## config.mk

```make
export PLATFORM = sky130hd
export DESIGN_NAME = tnn_cmp_scheduler
export DESIGN_NICKNAME = d
export VERILOG_FILES = /design/src/rtl/tnn_pkg.sv /design/src/rtl/tnn_operand_snapshot.sv /design/src/rtl/tnn_cmp_scheduler.sv
export SDC_FILE = /design/constraint.sdc
export NUM_CORES = 1
export LEC_CHECK = 0
export ABC_AREA = 1
export BUFFER_PORTS_ARGS = -buffer_cell sky130_fd_sc_hd__buf_2
export CORE_MARGIN = 2
export CORE_UTILIZATION = 54
export CTS_CLUSTER_SIZE = 25
export DETAILED_ROUTE_END_ITERATION = 7
export PLACE_DENSITY = 0.83
export REMOVE_ABC_BUFFERS = 1
export SLEW_MARGIN = 10
export SYNTH_ARGS = -nofsm -noshare
export SYNTH_HDL_FRONTEND = slang
export SYNTH_SLANG_ARGS = --single-unit
```

## constraint.sdc

```tcl
create_clock -name clk -period 2.98 [get_ports clk]
set_clock_uncertainty 0.15 [all_clocks]
set_input_delay 0.149 -clock clk [delete_from_list [all_inputs] [get_ports clk]]
set_output_delay 0.149 -clock clk [all_outputs]
set_load 0.03 [all_outputs]
```

## src/rtl/tnn_pkg.sv

```systemverilog
// Shared definitions for the TNN layer compare scheduler: FSM states, operand width
// and the index-width helper.
package tnn_pkg;

  localparam int TNN_OP_W = 3;

  typedef enum logic [1:0] {
    IDLE  = 2'd0,
    ISSUE = 2'd1,
    DRAIN = 2'd2,
    HOLD  = 2'd3
  } sched_state_t;

  function automatic int idx_w(input int n);
    return (n <= 1) ? 1 : $clog2(n);
  endfunction

endpackage

```

## src/rtl/tnn_operand_snapshot.sv

```systemverilog
// Layer operand store: captures every neuron's (a, b, c) triple on load and
// presents the triple addressed by sel.
module tnn_operand_snapshot
  import tnn_pkg::*;
#(
  parameter int N_NEURONS = 6,
  parameter int W         = TNN_OP_W,
  parameter int IW        = idx_w(N_NEURONS)
) (
  input  logic                   clk,
  input  logic                   load,
  input  logic [N_NEURONS*W-1:0] a_vec,
  input  logic [N_NEURONS*W-1:0] b_vec,
  input  logic [N_NEURONS*W-1:0] c_vec,
  input  logic [IW-1:0]          sel,
  output logic [W-1:0]           sel_a,
  output logic [W-1:0]           sel_b,
  output logic [W-1:0]           sel_c
);

  logic [W-1:0] a_q [N_NEURONS];
  logic [W-1:0] b_q [N_NEURONS];
  logic [W-1:0] c_q [N_NEURONS];

  always_ff @(posedge clk) begin
    if (load) begin
      for (int k = 0; k < N_NEURONS; k++) begin
        a_q[k] <= a_vec[k*W +: W];
        b_q[k] <= b_vec[k*W +: W];
        c_q[k] <= c_vec[k*W +: W];
      end
    end
  end

  // Out-of-range selects read zero.
  always_comb begin
    sel_a = '0;
    sel_b = '0;
    sel_c = '0;
    for (int k = 0; k < N_NEURONS; k++) begin
      if (sel == IW'(k)) begin
        sel_a = a_q[k];
        sel_b = b_q[k];
        sel_c = c_q[k];
      end
    end
  end

endmodule

```

## src/rtl/tnn_cmp_scheduler.sv

```systemverilog
// Issues one neuron's operand triple per cycle to a shared (a+b)>c unit, gathers
// the decisions into res_vec and offers the vector over a valid/ready handshake.
module tnn_cmp_scheduler
  import tnn_pkg::*;
#(
  parameter int N_NEURONS = 6,
  parameter int W         = TNN_OP_W,
  parameter int CMP_LAT   = 0
) (
  input  logic                   clk,
  input  logic                   rst_n,
  input  logic                   start,
  input  logic [N_NEURONS*W-1:0] a_vec,
  input  logic [N_NEURONS*W-1:0] b_vec,
  input  logic [N_NEURONS*W-1:0] c_vec,
  output logic                   busy,
  output logic [W-1:0]           cmp_a,
  output logic [W-1:0]           cmp_b,
  output logic [W-1:0]           cmp_c,
  output logic                   cmp_vld,
  input  logic                   cmp_out,
  output logic [N_NEURONS-1:0]   res_vec,
  output logic                   res_valid,
  input  logic                   res_ready
);

  localparam int            IW   = idx_w(N_NEURONS);
  localparam logic [IW-1:0] LAST = IW'(N_NEURONS - 1);

  sched_state_t  state;
  logic [IW-1:0] idx;
  logic [IW-1:0] next_sel;
  logic          accept;
  logic          issue_last;
  logic [W-1:0]  snap_a, snap_b, snap_c;
  logic          vld_p1;
  logic [IW-1:0] ptr_p1;
  logic          cap_en;
  logic [IW-1:0] cap_ptr;

  assign accept     = (state == IDLE) && start;
  assign issue_last = (state == ISSUE) && (idx == LAST);
  assign next_sel   = idx + IW'(1);
  assign busy       = (state != IDLE);
  assign res_valid  = (state == HOLD);

  // The snapshot is addressed one slot ahead so the next triple is ready to register.
  tnn_operand_snapshot #(
    .N_NEURONS(N_NEURONS),
    .W        (W),
    .IW       (IW)
  ) u_snapshot (
    .clk   (clk),
    .load  (accept),
    .a_vec (a_vec),
    .b_vec (b_vec),
    .c_vec (c_vec),
    .sel   (next_sel),
    .sel_a (snap_a),
    .sel_b (snap_b),
    .sel_c (snap_c)
  );

  always_ff @(posedge clk or negedge rst_n) begin
    if (!rst_n) begin
      state <= IDLE;
      idx   <= '0;
    end else begin
      case (state)
        IDLE: begin
          if (start) begin
            state <= ISSUE;
            idx   <= '0;
          end
        end
        ISSUE: begin
          if (idx == LAST) state <= (CMP_LAT == 1) ? DRAIN : HOLD;
          else             idx   <= next_sel;
        end
        DRAIN:   state <= HOLD;
        HOLD:    if (res_ready) state <= IDLE;
        default: state <= IDLE;
      endcase
    end
  end

  // Slot 0 comes straight from the inputs because the snapshot fills on the same edge.
  always_ff @(posedge clk or negedge rst_n) begin
    if (!rst_n) begin
      cmp_vld <= 1'b0;
      cmp_a   <= '0;
      cmp_b   <= '0;
      cmp_c   <= '0;
    end else if (accept) begin
      cmp_vld <= 1'b1;
      cmp_a   <= a_vec[W-1:0];
      cmp_b   <= b_vec[W-1:0];
      cmp_c   <= c_vec[W-1:0];
    end else if (issue_last) begin
      cmp_vld <= 1'b0;
    end else if (state == ISSUE) begin
      cmp_a   <= snap_a;
      cmp_b   <= snap_b;
      cmp_c   <= snap_c;
    end
  end

  // Stage p1: issue slot delayed by one cycle for a registered comparator.
  always_ff @(posedge clk or negedge rst_n) begin
    if (!rst_n) vld_p1 <= 1'b0;
    else        vld_p1 <= (state == ISSUE);
  end

  always_ff @(posedge clk) begin
    ptr_p1 <= idx;
  end

  always_comb begin
    cap_en  = (state == ISSUE);
    cap_ptr = idx;
    if (CMP_LAT == 1) begin
      cap_en  = vld_p1;
      cap_ptr = ptr_p1;
    end
  end

  always_ff @(posedge clk or negedge rst_n) begin
    if (!rst_n)      res_vec          <= '0;
    else if (accept) res_vec          <= '0;
    else if (cap_en) res_vec[cap_ptr] <= cmp_out;
  end

endmodule

```

# Word level (Yosys, flattened, before mapping)
# Memories as Yosys holds them, arrays and structs flattened.
# Index checks and enable logic that the tools add are counted.
# Widths: inputs -> output; s select.
classes:
  magnitude_cmp: 2
  mux: 43
  n_eq_ne: 14
  reduce_logical: 12
  n_addsub: 1
op_table:
  columns: ["operator", "n"]
  rows:
  - ["$mux 3", 29]
  - ["$mux 6", 2]
  - ["$eq 3x3->1 const B", 3]
  - ["$pmux 2 s4", 1]
  - ["$reduce_bool 2->1", 4]
  - ["$bwmux 6", 1]
  - ["$eq 3x2->1 const B", 2]
  - ["$mux 2", 3]
  - ["$ne 2x2->1 const B", 3]
  - ["$pmux 3 s2", 1]
  - ["$reduce_and 3->1", 2]
  - ["$mux 1", 5]
  - ["$eq 2x2->1 const B", 2]
  - ["$lt 3x4->1 const B", 1]
  - ["$ne 2x1->1 const B", 2]
  - ["$add 3x1->3 const B", 1]
  - ["$demux 1 s3", 1]
  - ["$eq 3x1->1 const B", 1]
  - ["$ge 3x1->1 const B", 1]
  - ["$logic_and 1x1->1", 3]
  - ["$logic_not 3->1", 1]
  - ["$eq 2x1->1 const B", 1]
  - ["$logic_not 2->1", 1]
  - ["$reduce_and 2->1", 1]
word_totals:
  register_bits: 21
  memories: 3
  mem_bits_rw: 54
  wordCells: 82
  output_inout_bits: 18
memory_table:
  columns: ["name", "depth", "width", "rd", "rd_clocked_by_memory_dff", "wr", "line", "source"]
  rows:
  - ["u_snapshot.a_q", 6, 3, 6, 0, 6, "tnn_operand_snapshot.sv:21", "logic [W-1:0] a_q [N_NEURONS];"]
  - ["u_snapshot.b_q", 6, 3, 6, 0, 6, "tnn_operand_snapshot.sv:22", "logic [W-1:0] b_q [N_NEURONS];"]
  - ["u_snapshot.c_q", 6, 3, 6, 0, 6, "tnn_operand_snapshot.sv:23", "logic [W-1:0] c_q [N_NEURONS];"]

# Depth between registers and ports, before layout
# Gate-level depths: netlist of the first run.
depth:
  word_depth: 11
  ltp_mapped: 14

# By module
# From an unflattened synthesis of the first run, not the netlist that was laid out.
hier_totals:
  cells_unflattened: 336
  hier_area_um2: 3363.2
by_module_without_submodules:
  columns: ["module", "area_per_inst_um2", "cells_per_inst", "instances"]
  rows:
  - ["tnn_operand_snapshot", 2114.5, 156, 1]
  - ["tnn_cmp_scheduler", 1248.7, 180, 1]

# Least setup slack after synthesis of the first run
# OpenSTA, ideal clock, no wires.
synth_timing:
  path_type: "register to register"
  start: "register state[1]"
  end: "register res_vec[1]"
  period_less_slack_ns: 2.649
  t_required_ns: 2.709
  path_stages_with_launch: 8
  n_path_buf: 0
  setup_time_ns: 0.121
  path_slack_ns: 0.331
  t_arrival_ns: 2.378
  path_cell_list: "dfrtp_1 > inv_1 > ha_1 > nand2_1 > inv_1 > nor2_1 > o21ai_0 > inv_1"
synth_via:
  elab_chain_cells: 3
  elab_cells_between_ends: 5
  cone_classes: "eq/ne (1); mux (1); reduce/logical (3)"
synth_lines:
  columns: ["element", "line", "source"]
  rows:
  - ["start: declaration", "tnn_cmp_scheduler.sv:30", "sched_state_t state;"]
  - ["start signal: assignment", "tnn_cmp_scheduler.sv:77", "if (idx == LAST) state <= (CMP_LAT == 1) ? DRAIN : HOLD;"]
  - ["$logic_not 2->1 (*)", "tnn_cmp_scheduler.sv:41", "assign accept = (state == IDLE) && start;"]
  - ["$logic_and 1x1->1 (*)", "tnn_cmp_scheduler.sv:41", null]
  - ["net accept", "tnn_cmp_scheduler.sv:33", "logic accept;"]
  - ["$mux 6 / $reduce_bool 2->1 (equally long branches)", null, null]
  - ["end signal: indexed assignment", "tnn_cmp_scheduler.sv:130", "else if (cap_en) res_vec[cap_ptr] <= cmp_out;"]
  - ["end: declaration", "tnn_cmp_scheduler.sv:22", "output logic [N_NEURONS-1:0] res_vec,"]
# Mark *: on every way through the listed nets, which the timed path passes. The rest lies on a longest branch.
# A chain may end at the register's enable or synchronous reset.

# Final worst setup path of the first run
layout_timing:
  start: "register idx[0], in the netlist cap_ptr[0]"
  end: "register cmp_a[1]"
layout_via:
  elab_chain_cells: 11
  elab_cells_between_ends: 20
  cone_classes: "add/sub (1); eq/ne (7); mux (9); reduce/logical (3)"
layout_lines:
  columns: ["element", "line", "source"]
  rows:
  - ["start: declaration", "tnn_cmp_scheduler.sv:31", "logic [IW-1:0] idx;"]
  - ["start signal: assignment", "tnn_cmp_scheduler.sv:78", "else idx <= next_sel;"]
  - ["$add 3x1->3", "tnn_cmp_scheduler.sv:43", "assign next_sel = idx + IW'(1);"]
  - ["$logic_not 3->1", "tnn_operand_snapshot.sv:41", "if (sel == IW'(k)) begin"]
  - ["$mux 3 (6 in series)", "tnn_operand_snapshot.sv:41", null]
  - ["$mux 3", "tnn_cmp_scheduler.sv:101", "end else if (state == ISSUE) begin"]
  - ["$mux 3", "tnn_cmp_scheduler.sv:99", "end else if (issue_last) begin"]
  - ["$mux 3", "tnn_cmp_scheduler.sv:94", "end else if (accept) begin"]
  - ["end signal: assignment", "tnn_cmp_scheduler.sv:96", "cmp_a <= a_vec[W-1:0];"]
  - ["end signal: assignment", "tnn_cmp_scheduler.sv:102", "cmp_a <= snap_a;"]
  - ["end: declaration", "tnn_cmp_scheduler.sv:17", "output logic [W-1:0] cmp_a,"]
# Parallel ways exist; a longest one is shown, timed or not. The select of a mux whose other input is x is not followed.

==> results of run 1 <==
-- flip-flops by register name, summed over array words and instances (netlist names) --
signal          cells
cmp_c               3
cmp_b               3
res_vec             6
u_snapshot.b_q     18
cmp_vld             1
u_snapshot.a_q     18
u_snapshot.c_q     18
state               2
cap_ptr             3
cmp_a               3
-- metrics by stage --
stage                     cells  setup slack, ns  power (mW)  utilization [%]
after global placement      551            0.741        3.15             63.1
after CTS                   623            0.650        4.14             75.3
after floorplan             394           0.0100        2.69                -
final                       623            0.604        4.16             75.3
after detailed placement    551            0.672        3.20             63.1
after global routing        623            0.378        4.45             75.3
-- report_power, final --
group / leakage (nW) / internal [mW] / switching [mW] / total, mW
logic: 1.55 / 0.568 / 1.22 / 1.79
clock network: 0.109 / 0.478 / 0.394 / 0.873
registers: 0.756 / 1.38 / 0.119 / 1.50
total: 2.42 / 2.43 / 1.73 / 4.16
-- final timing paths --
path | cells past startpoint | from | slack, ns | endpoint
hold / removal | 4 | start | 0.09 | state[1]$_DFFE_PN0P_
hold reg to reg | 2 | cmp_c[1]$_DFFE_PN0P_ | 0.33 | cmp_c[1]$_DFFE_PN0P_
setup / recovery | 9 | cap_ptr[0]$_DFFE_PN0P_ | 0.60 | cmp_a[1]$_DFFE_PN0P_
max in group asynchronous | 2 | rst_n | 2.21 | cmp_a[0]$_DFFE_PN0P_
setup reg to reg | 9 | cap_ptr[0]$_DFFE_PN0P_ | 0.60 | cmp_a[1]$_DFFE_PN0P_
min in group asynchronous | 2 | rst_n | 0.13 | res_vec[2]$_DFFE_PN0P_
-- worst reg2reg max path: stages, from the launching register on --
cell and delay, ns:
dfrtp_1 0.44, clkinv_1 0.17, ha_1 0.66, nand2_1 0.36
o21ai_0 0.20, inv_1 0.06, nand2_1 0.07, nand2_1 0.04
nand2_1 0.05, nand2_1 0.06
-- cell families (layout without fill, tap and decap cells) --
kind of cell / Yosys count / after routing
adders and majority gates: 9 / 9
buffers and inverters: 90 / 226
and+or+nand+nor: 212 / 212
DFF: 75 / 75
AOI/OAI and AO/OA: 24 / 24
-- area by class of cell --
type	instances	area (sq um)	area share [%]
clock buffers	9	124	2.55
clock inverters	7	100	2.06
inverters	74	278	5.71
multi-input cells	245	1130	23.3
flip-flops and latches	75	2150	44.2
well taps	77	96.3	1.98
repair buffers	136	983	20.2
-- per-layer routing --
metal / GRT usage (%) / vias to the layer above / share of wire (%)
met3: 7.52 / 33 / 6.3
met1: 29.4 / 1488 / 37
met5: 0 / - / 0
met2: 48.1 / 136 / 54
met4: 11.1 / 0 / 3.3
li1: - / 1559 / -
-- cell usage after synthesis, types with 2 or more instances --
cell	n
nand2_1	111
inv_1	70
nand3_1	61
edfxtp_1	54
nor2_1	34
dfrtp_1	21
o21ai_0	10
ha_1	9
o21ai_1	8
buf_2	6
buf_6	4
nand2_2	4
a21oi_1	3
clkbuf_1	3
buf_1	2
clkinv_1	2
inv_2	2
==> reports/metrics.yaml, run 1 <==
outcome: "finished, final reports clean"
finalNetCount: 609
synthMuxAreaShare_pct: 0
path_delay_family: "adder cells"
synth_xor_area_share_pct: 0
critical_path_class: "flip-flop to flip-flop"
grt_pass1_vias: 3178
cts_buffer_depth: 2
fin_hold_ws_ns: 0.0933
placed_cell_area_sq_um: 4080
tightest_slew_ns: 0.742
fin_tns_setup_ns: 0
setup.worst_path.end_class: "flip-flop"
synth_top_family_by_area: "simple AND/OR/NAND/NOR gates"
synthTopCellsByArea: "edfxtp_1 (44%), dfrtp_1 (14%), nand2_1 (11%), nand3_1 (8.3%), inv_1 (7.2%)"
fillers: 459
antenna_found_initial: 0
power_density_nw_per_um2: 856
cpPeakStageDelay_ns: 0.66
wl_per_cell_microns: 15.0
path_cells: "clkinv_1 -> ha_1 -> nand2_1 -> o21ai_0 -> inv_1 -> nand2_1 -> nand2_1 -> nand2_1 -> nand2_1"
final_common_cell: "nand2_1"
worst-path-buf-inv: 2
maxCapViolations: 0
htree_levels: 3
leakagePower_nw: 2.42
coreArea_sq_um: 6460
overflow: 0
clk_latency_ns: 0.35
numClockSinks: 75
row_count: 29
hpwl_microns: 5500
syn_to_final_growth_pct: 32.9
yosys_warnings: 0
start_util_pct: 56.6
syn_inst: 410
netlist.area_leader.share_pct: 44.3
holdBufCountCts: 56
die_w_microns: 86.3
path_max_fanout: 21
postRouteAntennaNets: 0
synth_compound_area_share_pct: 3.56
syn_area_per_cell_sq_um: 8.92
hp-class: "primary input to flip-flop"
synth_top_area_cell: "edfxtp_1"
crit_path_start_kind: "flip-flop"
clkTransAtPathRegs_ns: 0.08
cp_common_cell: "nand2_1"
ir_drop_v: 0.000498
cts_root_buffer: "clkbuf_8"
max_slew_margin_pct: 50.5
rsz0062_at_grt: "false"
grt_pass1_wl_microns: 14700
wl_microns: 9330
synth_edf_count: 54
worstPathRequired_ns: 3.07
drt_iter0_markers: 230
drive_above_1_share_pct: 18.9
yosys_register_bits: 75
grt_use_total_pct: 26.6
synthAdderAreaFrac_pct: 3.08
cts_resized: 0
crit_arrival_ns: 2.47
hold_viol: 0
numCtsBuffers: 9
dieArea_sq_um: 7450
design_area_sq_um: 4860
synthSimpleGateAreaFrac_pct: 24.4
synth_seq_area_share_pct: 58.7
grt_max_degree: 31
yosysUniqueCellTypes: 23
synthesis.area_sq_um: 3660
via_per_inst: 5.16
slew_violations: 0
first_pass_iters: 5
io_pins: 77
synth_ff_type: "edfxtp_1"
portBuffers: 76
die_y_microns: 86.3
fin_crit_sh_pct: 79.7
num_vias: 3216
post-route-drc-count: 0
clock.fmax_mhz: 421
final_cell_mix: "nand2_1 (111), buf_2 (76), inv_1 (69)"
cts_tree: "built"
worst_path_max_delay_cell: "ha_1"
setup_viol: 0
async_flop_share_pct: 28.0
diodes: 0
final.min_clock_period_ns: 2.38
gp_congestion: 0.841
cts_setup_buffers: 0
Power figures use the tool's default switching activity.
==> run 2: changes to the inputs <==
- CORE_UTILIZATION: 54 -> 49
- PLACE_DENSITY: 0.83 -> 0.8
- clock period: 2.98 -> 2 ns (I/O delays scaled with it)
==> reports/metrics.yaml, run 2 (same netlist as run 1, synthesis figures left out) <==
htree_levels: 3  # unchanged
stdcell_count: 659  # +5.8%
syn_to_final_growth_pct: 38.0
via_per_inst: 4.82  # -6.6%
tightest_slew_ns: 0.493  # -0.249 ns
post-route-drc-count: 0  # unchanged
p_int_mw: 3.62  # +49%
clkPwrFrac_pct: 18.7  # -2.3 points
placedCellCount: 584  # +6.0%
final.min_clock_period_ns: 1.90  # -0.471 ns
ir_drop_v: 0.000753  # +51%
portBuffers: 76  # unchanged
hp-class: "primary input to flip-flop"
slew_violations: 0  # unchanged
setup_viol: 0  # unchanged
row_count: 31  # +6.9%
crit_arrival_ns: 2.04  # -0.43 ns
place_ws_ns: 0.0105  # -0.661 ns
grt_max_degree: 35  # +13%
postRouteAntennaNets: 0  # unchanged
hpwl_microns: 5540  # +0.65%
hold_viol: 0  # unchanged
critical_path_class: "flip-flop to flip-flop"
power.share.switching_pct: 41.9  # +0.26 points
grt_pass1_wl_microns: 14600  # -0.80%
finalPower_mw: 6.23  # +50%
diodes: 0  # unchanged
combPwrFrac_pct: 45.3  # +2.3 points
final_common_cell: "nand2_1"
die_y_microns: 90.4  # +4.8%
dieArea_sq_um: 8170  # +9.7%
cts_buffer_depth: 2  # unchanged
fin_crit_sh_pct: 95.2  # +16 points
cts_root_buffer: "clkbuf_8"
start_util_pct: 50.4  # -6.2 points
fin_tns_setup_ns: 0  # unchanged
worstPathRequired_ns: 2.14  # -0.93 ns
numClockSinks: 75  # unchanged
grt_use_total_pct: 22.8  # -3.8 points
crit_path_start_kind: "flip-flop"
power_density_nw_per_um2: 1230  # +44%
gp_congestion: 0.836  # -0.61%
die_w_microns: 90.4  # +4.8%
outcome: "finished, final reports clean"
num_vias: 3178  # -1.2%
leakagePower_nw: 2.47  # +1.9%
drive_above_1_share_pct: 22.9  # +4.0 points
fillers: 543  # +18%
wl_per_cell_microns: 13.4  # -11%
clock.fmax_mhz: 525  # +25%
path_max_fanout: 14  # -33%
placed_cell_area_sq_um: 4190  # +2.7%
clk_latency_ns: 0.35  # about the same
design_area_sq_um: 5050  # +3.8%
wl_microns: 8830  # -5.3%
p_sw_mw: 2.61  # +51%
first_pass_iters: 5  # unchanged
max_slew_margin_pct: 67.1  # +17 points
antenna_found_initial: 0  # unchanged
clkTransAtPathRegs_ns: 0.08  # about the same
drt_iter0_markers: 200  # -13%
cts_setup_buffers: 0  # unchanged
overflow: 0  # unchanged
finalNetCount: 623  # +2.3%
fin_ws_ns: 0.0951  # -0.509 ns
numCtsBuffers: 9  # unchanged
coreArea_sq_um: 7250  # +12%
r2r_slack_ns: 0.1  # -0.51 ns
largestRegisters: "u_snapshot.a_q: 18 flops, u_snapshot.b_q: 18 flops, u_snapshot.c_q: 18 flops"
setup.worst_path.end_class: "flip-flop"
io_pins: 77  # unchanged
cts_tree: "built"
final_cell_mix: "nand2_1 (107), buf_2 (76), inv_1 (68)"
sequentialPowerShare_pct: 36.0  # about the same
grt_pass1_vias: 3189  # +0.35%
maxCapViolations: 0  # unchanged
==> run 2: cell types whose count changed in the layout (fill, tap and decap cells not counted), sizes merged <==
cell      change
clkbuf        +1
clkinvlp      +2
buf          +11
nand2         +1
bufinv        -1
==> run 2: layer usage <==
layer / track usage (%) / wire (microns) / up-vias
li1: - / - / 1591
met1: 27.2 / 3660 / 1478
met2: 40.1 / 4580 / 96
met3: 5.93 / 474 / 13
met4: 7.82 / 119 / 0
met5: 0 / 0 / -
==> run 2: critical path, cell delays in order, from the launching register on <==
cell	delay, ns
dfrtp_2	0.46
ha_4	0.18
inv_1	0.06
nand2_2	0.07
nand2_4	0.14
buf_6	0.17
nand3_1	0.09
nand3_1	0.10
nand2_1	0.08
nand2_1	0.06
nand2_1	0.07
nand2_1	0.08
nand2_1	0.06
nand2_1	0.06
==> run 2: power by group through the flow <==
stage	Clock (mW)	Combinational, mW	Sequential (mW)
CTS	1.19	2.68	2.23
finish	1.17	2.82	2.24
detailed placement	0	2.58	2.26
floorplan	0	1.50	2.51
global route	1.27	3.16	2.28
global placement	0	2.51	2.25
==> run 2: final timing paths <==
path	start	to	cells past startpoint
max reg2reg	cap_ptr[0]$_DFFE_PN0P_	cmp_a[0]$_DFFE_PN0P_	13
min reg2reg	cmp_b[1]$_DFFE_PN0P_	cmp_b[1]$_DFFE_PN0P_	2
max	cap_ptr[0]$_DFFE_PN0P_	cmp_a[0]$_DFFE_PN0P_	13
min in group asynchronous	rst_n	cmp_a[1]$_DFFE_PN0P_	2
max in group asynchronous	rst_n	cap_ptr[1]$_DFFE_PN0P_	2
min	start	res_vec[0]$_DFFE_PN0P_	4
==> run 2: area by class of cell <==
type	instances	area (sq um)	area share, %
clock buffer	9	124	2.45
clock inverter	7	73.8	1.46
inverter	74	282	5.58
multi-input combinational	246	1180	23.3
sequential	75	2150	42.6
tap	99	124	2.45
timing repair buffer	148	1110	22.0
timing repair inverter	1	7.51	0.149
==> run 2: through the flow <==
stage	hold slack, ns	util, %
final	0.0667	69.6
after global routing	0.0832	69.6
after CTS	0.0548	68.2
after detailed placement	-0.0602	57.7
after global placement	-0.0637	57.7
after floorplan	-0.346	-
==> run 2: what timing repair did <==
action,CTS,global route
pin swaps,0,2
setup endpoints to repair,2,9
resized for setup,1,20
hold buffers,56,0
cloned,0,3
hold endpoints to repair,86,0
